`config.mk`:
```
export PLATFORM = sky130hd
export DESIGN_NAME = ds2_pad_emu_flat
export DESIGN_NICKNAME = d
export VERILOG_FILES = /design/src/rtl/ds2_pad_emu_if.sv /design/src/rtl/ds2_pad_emu.sv /design/src/flat_wrapper.sv
export SDC_FILE = /design/constraint.sdc
export NUM_CORES = 1
export LEC_CHECK = 0
export CAP_MARGIN = 40
export CORE_MARGIN = 1
export CORE_UTILIZATION = 60
export DETAILED_ROUTE_END_ITERATION = 8
export PLACE_DENSITY = 0.9
export SETUP_SLACK_MARGIN = 0.5
export SLEW_MARGIN = 20
export SYNTH_ARGS = -nofsm -noshare
export SYNTH_HDL_FRONTEND = slang
export SYNTH_SLANG_ARGS = --single-unit
```
`constraint.sdc`:
```
create_clock -name clk -period 5.7 [get_ports clk]
set_clock_uncertainty 0.05 [all_clocks]
set_input_delay 1.14 -clock clk [delete_from_list [all_inputs] [get_ports clk]]
set_output_delay 1.14 -clock clk [all_outputs]
set_load 0.005 [all_outputs]
```
`src/rtl/ds2_pad_emu_if.sv`:
```
// ds2_pad_emu_if: DualShock2 pad link (ATT/CLK/CMD from host, DAT/ACK from pad).
interface ds2_pad_emu_if;
    logic ds2_att;
    logic ds2_clk;
    logic ds2_cmd;
    logic ds2_dat;
    logic ds2_ack;

    modport master (
        output ds2_att, ds2_clk, ds2_cmd,
        input  ds2_dat, ds2_ack
    );

    modport slave (
        input  ds2_att, ds2_clk, ds2_cmd,
        output ds2_dat, ds2_ack
    );
endinterface

```
`src/rtl/ds2_pad_emu.sv`:
```
// ds2_pad_emu: device-side DualShock2 responder with snapshot pad state.
// Config/analog switching (0x43/0x44) is enabled by defining DS2_EMU_CONFIG_EN.
module ds2_pad_emu #(
    parameter int ACK_DELAY      = 8,
    parameter int ACK_WIDTH      = 4,
    parameter int ANALOG_DEFAULT = 1
) (
    input  logic        clk,
    input  logic        rst_n,
    ds2_pad_emu_if.slave pad,
    input  logic [15:0] buttons,
    input  logic [7:0]  stick_rx,
    input  logic [7:0]  stick_ry,
    input  logic [7:0]  stick_lx,
    input  logic [7:0]  stick_ly,
    output logic        analog_mode,
    output logic        busy
);

    typedef enum logic [2:0] {
        S_IDLE, S_SHIFT, S_AWAIT, S_ACK, S_DONE, S_IGN
    } state_t;

    state_t state, state_n;

    logic [2:0]  att_q, clk_q;
    logic [1:0]  cmd_q;
    logic        att_fall, att_rise, clk_fall, clk_rise;
    logic [3:0]  byte_idx, last_idx;
    logic [2:0]  bit_idx;
    logic [7:0]  shreg, rx_byte, cmd_t, cur_byte, cnt;
    logic [15:0] btn_s;
    logic [7:0]  rx_s, ry_s, lx_s, ly_s;
    logic        ana_f, cfg_f, cfg;
    logic        dat_q, dat_n, ack_q, ack_n, busy_q;
    logic        start, last_rise;

    // ATT sync resets low so a frame already running at reset release
    // produces no fall; only a fresh high-to-low transition starts a frame.
    always_ff @(posedge clk or negedge rst_n) begin
        if (!rst_n) begin
            att_q <= 3'b000;
            clk_q <= 3'b111;
            cmd_q <= 2'b11;
        end else begin
            att_q <= {att_q[1:0], pad.ds2_att};
            clk_q <= {clk_q[1:0], pad.ds2_clk};
            cmd_q <= {cmd_q[0], pad.ds2_cmd};
        end
    end

    assign att_fall  = att_q[2] & ~att_q[1];
    assign att_rise  = ~att_q[2] & att_q[1];
    assign clk_fall  = clk_q[2] & ~clk_q[1];
    assign clk_rise  = ~clk_q[2] & clk_q[1];
    assign rx_byte   = {cmd_q[1], shreg[7:1]};
    assign last_idx  = (ana_f | cfg_f) ? 4'd8 : 4'd4;
    assign last_rise = clk_rise && (bit_idx == 3'd7);

    always_comb begin
        cur_byte = 8'h00;
        case (byte_idx)
            4'd0: cur_byte = 8'hFF;
            4'd1: cur_byte = cfg_f ? 8'hF3 : (ana_f ? 8'h73 : 8'h41);
            4'd2: cur_byte = 8'h5A;
            4'd3: cur_byte = (cmd_t == 8'h42) ? ~btn_s[7:0] : 8'h00;
            4'd4: cur_byte = (cmd_t == 8'h42) ? ~btn_s[15:8] : 8'h00;
            4'd5: cur_byte = (cmd_t == 8'h42) ? rx_s : 8'h00;
            4'd6: cur_byte = (cmd_t == 8'h42) ? ry_s : 8'h00;
            4'd7: cur_byte = (cmd_t == 8'h42) ? lx_s : 8'h00;
            4'd8: cur_byte = (cmd_t == 8'h42) ? ly_s : 8'h00;
            default: cur_byte = 8'h00;
        endcase
    end

    always_comb begin
        state_n = state;
        dat_n   = dat_q;
        ack_n   = ack_q;
        if (att_rise) begin
            state_n = S_IDLE;
            dat_n   = 1'b1;
            ack_n   = 1'b1;
        end else begin
            case (state)
                S_IDLE: begin
                    dat_n = 1'b1;
                    ack_n = 1'b1;
                    if (att_fall) state_n = S_SHIFT;
                end
                S_SHIFT: begin
                    if (last_rise) begin
                        dat_n = 1'b1;
                        if (byte_idx == 4'd0 && rx_byte != 8'h01)
                            state_n = S_IGN;
                        else if (byte_idx == last_idx)
                            state_n = S_DONE;
                        else
                            state_n = S_AWAIT;
                    end else if (clk_fall) begin
                        dat_n = cur_byte[bit_idx];
                    end
                end
                S_AWAIT: begin
                    if (cnt == 8'(ACK_DELAY - 1)) begin
                        state_n = S_ACK;
                        ack_n   = 1'b0;
                    end
                end
                S_ACK: begin
                    if (cnt == 8'(ACK_WIDTH - 1)) begin
                        state_n = S_SHIFT;
                        ack_n   = 1'b1;
                    end
                end
                default: begin
                    dat_n = 1'b1;
                    ack_n = 1'b1;
                end
            endcase
        end
    end

    assign start = (state == S_IDLE) && (state_n == S_SHIFT);

    always_ff @(posedge clk or negedge rst_n) begin
        if (!rst_n) begin
            state    <= S_IDLE;
            dat_q    <= 1'b1;
            ack_q    <= 1'b1;
            busy_q   <= 1'b0;
            byte_idx <= 4'd0;
            bit_idx  <= 3'd0;
            shreg    <= 8'h00;
            cmd_t    <= 8'h00;
            cnt      <= 8'h00;
            btn_s    <= 16'h0000;
            rx_s     <= 8'h00;
            ry_s     <= 8'h00;
            lx_s     <= 8'h00;
            ly_s     <= 8'h00;
            ana_f    <= 1'b0;
            cfg_f    <= 1'b0;
        end else begin
            state <= state_n;
            dat_q <= dat_n;
            ack_q <= ack_n;
            if (att_fall)      busy_q <= 1'b1;
            else if (att_rise) busy_q <= 1'b0;
            cnt <= (state_n != state) ? 8'h00 : cnt + 8'h01;
            if (start) begin
                btn_s    <= buttons;
                rx_s     <= stick_rx;
                ry_s     <= stick_ry;
                lx_s     <= stick_lx;
                ly_s     <= stick_ly;
                ana_f    <= analog_mode;
                cfg_f    <= cfg;
                byte_idx <= 4'd0;
                bit_idx  <= 3'd0;
            end
            if (state == S_SHIFT && clk_rise && !att_rise) begin
                shreg   <= rx_byte;
                bit_idx <= bit_idx + 3'd1;
                if (bit_idx == 3'd7 && byte_idx == 4'd1) cmd_t <= rx_byte;
            end
            if (state == S_ACK && state_n == S_SHIFT)
                byte_idx <= byte_idx + 4'd1;
        end
    end

`ifdef DS2_EMU_CONFIG_EN
    logic [7:0] b3;
    logic       b3_ok;

    // Byte 3 must arrive complete; the mode only changes at ATT rise.
    always_ff @(posedge clk or negedge rst_n) begin
        if (!rst_n) begin
            cfg         <= 1'b0;
            analog_mode <= 1'(ANALOG_DEFAULT);
            b3          <= 8'h00;
            b3_ok       <= 1'b0;
        end else begin
            if (start) begin
                b3_ok <= 1'b0;
            end else if (state == S_SHIFT && last_rise && !att_rise
                         && byte_idx == 4'd3) begin
                b3    <= rx_byte;
                b3_ok <= 1'b1;
            end
            if (att_rise && b3_ok) begin
                b3_ok <= 1'b0;
                if (cmd_t == 8'h43) begin
                    if (b3 == 8'h01)      cfg <= 1'b1;
                    else if (b3 == 8'h00) cfg <= 1'b0;
                end
                if (cmd_t == 8'h44 && cfg_f) begin
                    if (b3 == 8'h01)      analog_mode <= 1'b1;
                    else if (b3 == 8'h00) analog_mode <= 1'b0;
                end
            end
        end
    end
`else
    assign cfg         = 1'b0;
    assign analog_mode = 1'(ANALOG_DEFAULT);
`endif

    assign pad.ds2_dat = dat_q;
    assign pad.ds2_ack = ack_q;
    assign busy        = busy_q;

endmodule

```
`src/flat_wrapper.sv`:
```
// flat-port wrapper written by rule: the top's interface ports become plain ports
module ds2_pad_emu_flat 
#(
    parameter int ACK_DELAY      = 8,
    parameter int ACK_WIDTH      = 4,
    parameter int ANALOG_DEFAULT = 1
)
  (clk, rst_n, buttons, stick_rx, stick_ry, stick_lx, stick_ly, analog_mode, busy, pad_ds2_att, pad_ds2_clk, pad_ds2_cmd, pad_ds2_dat, pad_ds2_ack);
  ds2_pad_emu_if pad_i ();
  input  logic clk;
  input  logic rst_n;
  input  logic [15:0] buttons;
  input  logic [7:0] stick_rx;
  input  logic [7:0] stick_ry;
  input  logic [7:0] stick_lx;
  input  logic [7:0] stick_ly;
  output logic analog_mode;
  output logic busy;
  input wire logic [$bits(pad_i.ds2_att)-1:0] pad_ds2_att;
  input wire logic [$bits(pad_i.ds2_clk)-1:0] pad_ds2_clk;
  input wire logic [$bits(pad_i.ds2_cmd)-1:0] pad_ds2_cmd;
  output wire logic [$bits(pad_i.ds2_dat)-1:0] pad_ds2_dat;
  output wire logic [$bits(pad_i.ds2_ack)-1:0] pad_ds2_ack;
  assign pad_i.ds2_att = pad_ds2_att;
  assign pad_i.ds2_clk = pad_ds2_clk;
  assign pad_i.ds2_cmd = pad_ds2_cmd;
  assign pad_ds2_dat = pad_i.ds2_dat;
  assign pad_ds2_ack = pad_i.ds2_ack;
  ds2_pad_emu #(.ACK_DELAY(ACK_DELAY), .ACK_WIDTH(ACK_WIDTH), .ANALOG_DEFAULT(ANALOG_DEFAULT)) u_core (.clk(clk), .rst_n(rst_n), .pad(pad_i), .buttons(buttons), .stick_rx(stick_rx), .stick_ry(stick_ry), .stick_lx(stick_lx), .stick_ly(stick_ly), .analog_mode(analog_mode), .busy(busy));
endmodule
```
; Yosys cells after proc, flatten, opt, wreduce, memory -nomap -nowiden
; Index checks and enable logic that the tools add are counted.
[op_classes]
add_sub_neg = 3
n_lt_le_gt_ge = 1
n_eq_ne = 24
muxes = 34
bitwise_logic = 10
n_reduce_logical = 17
[op_table]
columns = cell, n
row1 = $pmux 8 s9, 1
row2 = $mux 8, 7
row3 = $mux 3, 9
row4 = $eq 4x3->1 const B, 4
row5 = $not 8->8, 2
row6 = $mux 4, 3
row7 = $pmux 3 s4, 1
row8 = $mux 1, 9
row9 = $add 8x1->8 const B, 1
row10 = $eq 4x2->1 const B, 2
row11 = $eq 8x2->1 const B, 1
row12 = $eq 8x3->1 const B, 1
row13 = $eq 8x7->1 const B, 1
row14 = $ne 8x1->1 const B, 1
row15 = $logic_and 1x1->1, 7
row16 = $eq 3x1->1 const B, 2
row17 = $eq 3x2->1 const B, 2
row18 = $mux 6, 1
row19 = $ne 3x1->1 const B, 2
row20 = $reduce_bool 2->1, 3
row21 = $add 4x1->4 const B, 1
row22 = $and 1x1->1, 4
row23 = $eq 4x1->1 const B, 1
row24 = $eq 4x4->1, 1
row25 = 17 further kinds, 22
[totals]
regBits = 94

; Logic depth before layout (Yosys ltp)
[logic_depth]
ltp_word = 11
mapped_depth = 9

; Worst setup path before layout
; Ideal clock, no wire load.
[synth_path]
path_kind = register to register
from = register u_core.cnt[3]
to = register u_core.byte_idx[3]
arrival_ns = 1.946
slack_ns = 3.622
path_stages_with_launch = 7
n_path_buf = 0
period_less_slack_ns = 2.078
path_cell_list = dfrtp_1 > or4_4 > or3b_4 > or2_4 > nor2_4 > a41oi_1 > a31oi_1
[synth_between]
elab_chain_cells = 7
[synth_lines]
columns = item, line_no
row1 = start: declaration, ds2_pad_emu.sv:31  ; logic [7:0] shreg, rx_byte, cmd_t, cur_byte, cnt;
row2 = start signal: assignment, ds2_pad_emu.sv:150  ; cnt <= (state_n != state) ? 8'h00 : cnt + 8'h01;
row3 = $eq 8x2->1 or $eq 8x3->1 (tied branches), "ds2_pad_emu.sv:111, ds2_pad_emu.sv:105"
row4 = $mux 3 (on tied branches), "ds2_pad_emu.sv:111, ds2_pad_emu.sv:105"
row5 = $pmux 3 s4 (*), ds2_pad_emu.sv:85  ; case (state)
row6 = $mux 3 (*), ds2_pad_emu.sv:80  ; if (att_rise) begin
row7 = $eq 3x1->1 (*), "ds2_pad_emu.sv:124, ds2_pad_emu.sv:167"
row8 = $logic_and 1x1->1 (on tied branches), "ds2_pad_emu.sv:167, ds2_pad_emu.sv:124"
row9 = $mux 4 or $reduce_bool 2->1 (tied branches), n/a
row10 = end signal: assignment, ds2_pad_emu.sv:168  ; byte_idx <= byte_idx + 4'd1;
row11 = end: declaration, ds2_pad_emu.sv:29  ; logic [3:0] byte_idx, last_idx;
; Mark *: on every way between the ends. The rest lies on a longest branch, timed or not.
; A chain may end at the register's enable or synchronous reset.

; Worst setup path after layout
[layout_path]
from = register u_core.dat_q, in the netlist u_core.pad.ds2_dat
to = output pad_ds2_dat
[layout_rtl]
columns = item, line_no
row1 = start: declaration, ds2_pad_emu.sv:35  ; logic dat_q, dat_n, ack_q, ack_n, busy_q;
row2 = start signal: assignment, ds2_pad_emu.sv:146  ; dat_q <= dat_n;
row3 = end: declaration, flat_wrapper.sv:22  ; output wire logic [$bits(pad_i.ds2_dat)-1:0] pad_ds2_dat;
; No word-level cell between the ends.

==> summary.md <==
| Metric | Value |
|---|---|
| Die ar. | around 7900 sq um |
| Root Driver | clkbuf_8 |
| Crit path buffers/inverters | 1 |
| Final count of negative-setup-slack endpoints | 0 |
| Setup TNS Final | 0 ps |
| Slew Viols, Final | 0 |
| Hold Fails Final Rpt | 0 |
| Cts bufs inserted | 9 |
| CTS tree | yes |
| Crit path kind | reg2out |
| WL final | between 10000 and 15000 um |
| Logic gate share of total power | 0.180 |
| Skew-Pair Late Insertion Delay | around 370 ps |
| Number of DRC markers in iteration 0 | about 400 |
| Pwr Density | about 320 nW/um^2 |
| Leakage | roughly 2.5 nW |
| Avg Cell Area, Syn | a little over 9 sq um |
| Crit path from | u_core.pad.ds2_dat |
| Hold Buf Count CTS | 0 |
| PortBufs | 55 |
| Vias per cell | roughly 5.8 |
| Wirelength per Cell | roughly 16 um |
| Critical path endpoint category | primary output |
| Cell types with the highest counts after synthesis | nand2_1 (160), dfrtp_1 (86), nor2_1 (29) |
| CP max FO | 2 |
| Crit path required time | approximately 4500 ps |
| XOR/XNOR share of the synthesized area | 0.0136 |
| Initial antenna violation count | 0 |
| Main combinational cell family by area after synthesis | simple AND/OR/NAND/NOR gates |
| Synth top area cells | dfrtp_1 (48%), nand2_1 (13%), dfstp_2 (4.1%) |
| Setup bufs post-CTS | 0 |
| Post-route clock period utilization | 0.460 |
| Clock slew at reported path FFs | ~100 ps |
| P_int | around 0.0011 W |
| Share of Yosys cell area claimed by the top area cell type | 0.476 |
| Vias in the first global route | around 3500 |
| Crit path max-delay family | flip-flops |
| CP Cell Sequence | clkdlybuf4s50_1 |
| Max rail drop VDD | roughly 210 uV |
| FF-to-FF path depth | 8 |
| Post-synth EDFFs | 0 |
| Ys Warns | 0 |
| DR pass1 iterations | 5 |
| Final nets | roughly 600 |
| N_diodes | 0 |
| Top_reg_cell synth | dfrtp_1 |
| Sw Share | 0.315 |
| Post-Syn Area | roughly 4500 sq um |
| Cell count along the critical path | 1 |
| Clk buf depth | 2 |
| Adder-cell share of the synthesized area | 0.0249 |
| Synthesized Nets | 554 |
| P&R area growth vs syn | 16.7% |
| Data arrival, critical path | ~1400 ps |
| Crit path time final | roughly 2600 ps |
| Mux share of post-synthesis cell area | 0.0318 |
| Critical path endpoint | pad_ds2_dat |
| Final antenna-violating net count | 0 |
| Number of synthesized register bits | 93 |
| Final Non-Filler Cells | 638 |
| Slowest-stage cell, CP | dfstp_2 |
| DRC | 0 |
| Rel. slew slack | 0.488 |
| Worst reg2reg setup slack | ~3200 ps |
| First-pass GRT wire length | between 15000 and 20000 um |
| Area leader, netlist | dfrtp_1 |
| Die Width | 88.8 um |
| Sequential area share after synthesis | 0.516 |
| Floorplan Core Area | 7250 sq um |
| Remaining Overflow, GRT | 0 |
| Post-DP Area | between 5000 and 6000 sq um |
| Worst slew pin tran | approximately 770 ps |
| Sequential share of power | 0.537 |
| Starting density of the core | 0.624 |
| Setup crit start kind | flop |
| Largest net degree at the start of global routing | 59 |
| Fraction of layout cells with a size suffix above 1 | 0.0946 |
| Clock sink total | 93 |
| Hpwl dp | 6850 um |
| Row cnt | 31 |
| Synth Area in Compound Gates | 0.123 |
| Reg2reg start | u_core.byte_idx[0] |
| Htree depth | 3 |
| Post-Synthesis Cells | 492 |
| Die height | about 89 um |
| Status | completed |
| Maxcap violations | 0 |
| All-Layer GR Usage | 0.277 |
| Io pins | between 50 and 60 |
| Min Hold Slack | ~310 ps |
| Peak Freq | between 0.3 and 0.4 GHz |
| Async set-reset flop share out of synthesis | 1.00 |
| NetSw | ~0.00052 W |
| Inst Count DP | between 600 and 700 |
| Worst hold path type | reg2reg |
| Simple-gate share of the synthesized area | 0.240 |
| Most common cell in the netlist | nand2_1 |
| CP peak stage delay | roughly 570 ps |
| RR Endpoint | u_core.cnt[5] |
| Fin area | ~5300 sq um |
| Clock power share | 0.284 |
| Via count | around 3700 |
| RSZ-0062 raised after global routing | false |
| Gpl congestion | between 0.9 and 1 |
| Cells resized by post-CTS repair | 0 |
| Distinct cells, synth | 66 |
==> placed cells by master (no fill, tap or decap), types with 4 or more instances in the layout <==
cell type / count
xor2_1: 5
nand2b_1: 4
clkdlybuf4s50_1: 54
dfstp_2: 7
nor2_1: 29
a22oi_1: 8
a21oi_1: 17
and3_1: 4
nor3_1: 5
dfrtp_1: 86
o221ai_1: 4
o21ai_0: 20
nand3b_1: 4
ha_1: 9
a31oi_1: 4
nand2_1: 160
clkbuf_8: 9
mux2_2: 11
nand3_1: 9
buf_4: 4
inv_1: 17
==> routing by layer <==
layer  GRT usage  wire length (um)  vias to the layer above
met3      0.0429               587                       32
met4       0.144               320                        0
met1       0.363              4340                     1786
li1            -                 -                     1751
met2       0.450              4810                      146
met5           0                 0                        -
==> registers in the layout (all words and copies together), names as in the netlist <==
signal,flops
u_core.ana_f,1
u_core.att_q,3
u_core.bit_idx,3
u_core.btn_s,16
u_core.busy,1
u_core.byte_idx,4
u_core.clk_q,3
u_core.cmd_q,2
u_core.cmd_t,8
u_core.cnt,8
u_core.lx_s,8
u_core.ly_s,8
u_core.pad.ds2_ack,1
u_core.pad.ds2_dat,1
u_core.rx_s,8
u_core.ry_s,8
u_core.shreg,7
u_core.state,3
==> kinds of logic after synthesis <==
logic type,Yosys count
adders and majority gates,9
muxes,13
xor gates and xnor gates,7
buffers and inverters,44
and+or+nand+nor,243
other,1
AOI/OAI and AO/OA,82
DFF,93
==> final cells by class <==
class / count / area (sq um)
multi-input cells: 355 / 1970
clock buffers: 9 / 124
repair buffers: 58 / 571
fillers: 526 / 1980
flip-flops and latches: 93 / 2340
clock inverters: 7 / 87.6
inverters: 17 / 63.8
well taps: 99 / 124
==> power groups by stage <==
stage               Clock, W  Sequential, W  Combinational (W)
floorplan                  0       0.000860           0.000210
global placement           0       0.000894           0.000279
detailed placement         0       0.000903           0.000297
CTS                 0.000477       0.000892           0.000301
global route        0.000501       0.000910           0.000341
finish              0.000473       0.000895           0.000299
==> through the flow <==
step,total power [W],setup WS (ps),util
after floorplan,0.00107,3620,-
after global placement,0.00117,3300,0.698
after detailed placement,0.00120,3200,0.698
after CTS,0.00167,3070,0.728
after global routing,0.00175,2880,0.728
final,0.00167,3080,0.728
==> worst min-delay path by stage <==
| stage | startpoint | endpoint | slack (ps) | depth (start not counted) |
|---|---|---|---|---|
| CTS | u_core.cmd_q[0] | u_core.cmd_q[1] | 310 | 0 |
| finish | u_core.cmd_q[0] | u_core.cmd_q[1] | 310 | 0 |
| floorplan | u_core.att_q[0] | u_core.att_q[1] | 280 | 0 |
| global route | u_core.cmd_q[0] | u_core.cmd_q[1] | 320 | 0 |
| detailed placement | u_core.cmd_q[0] | u_core.cmd_q[1] | 300 | 0 |
| global placement | u_core.att_q[0] | u_core.att_q[1] | 300 | 0 |
==> worst reg2reg max path: stages, from the launching register on <==
cell and delay [ps]:
dfrtp_1 430, inv_1 150, ha_1 520, or3b_2 510, a21oi_1 120, o21ai_0 110
nand3_1 110, nand4_1 280, nor2_1 200
(Power assumes the default switching activity.)
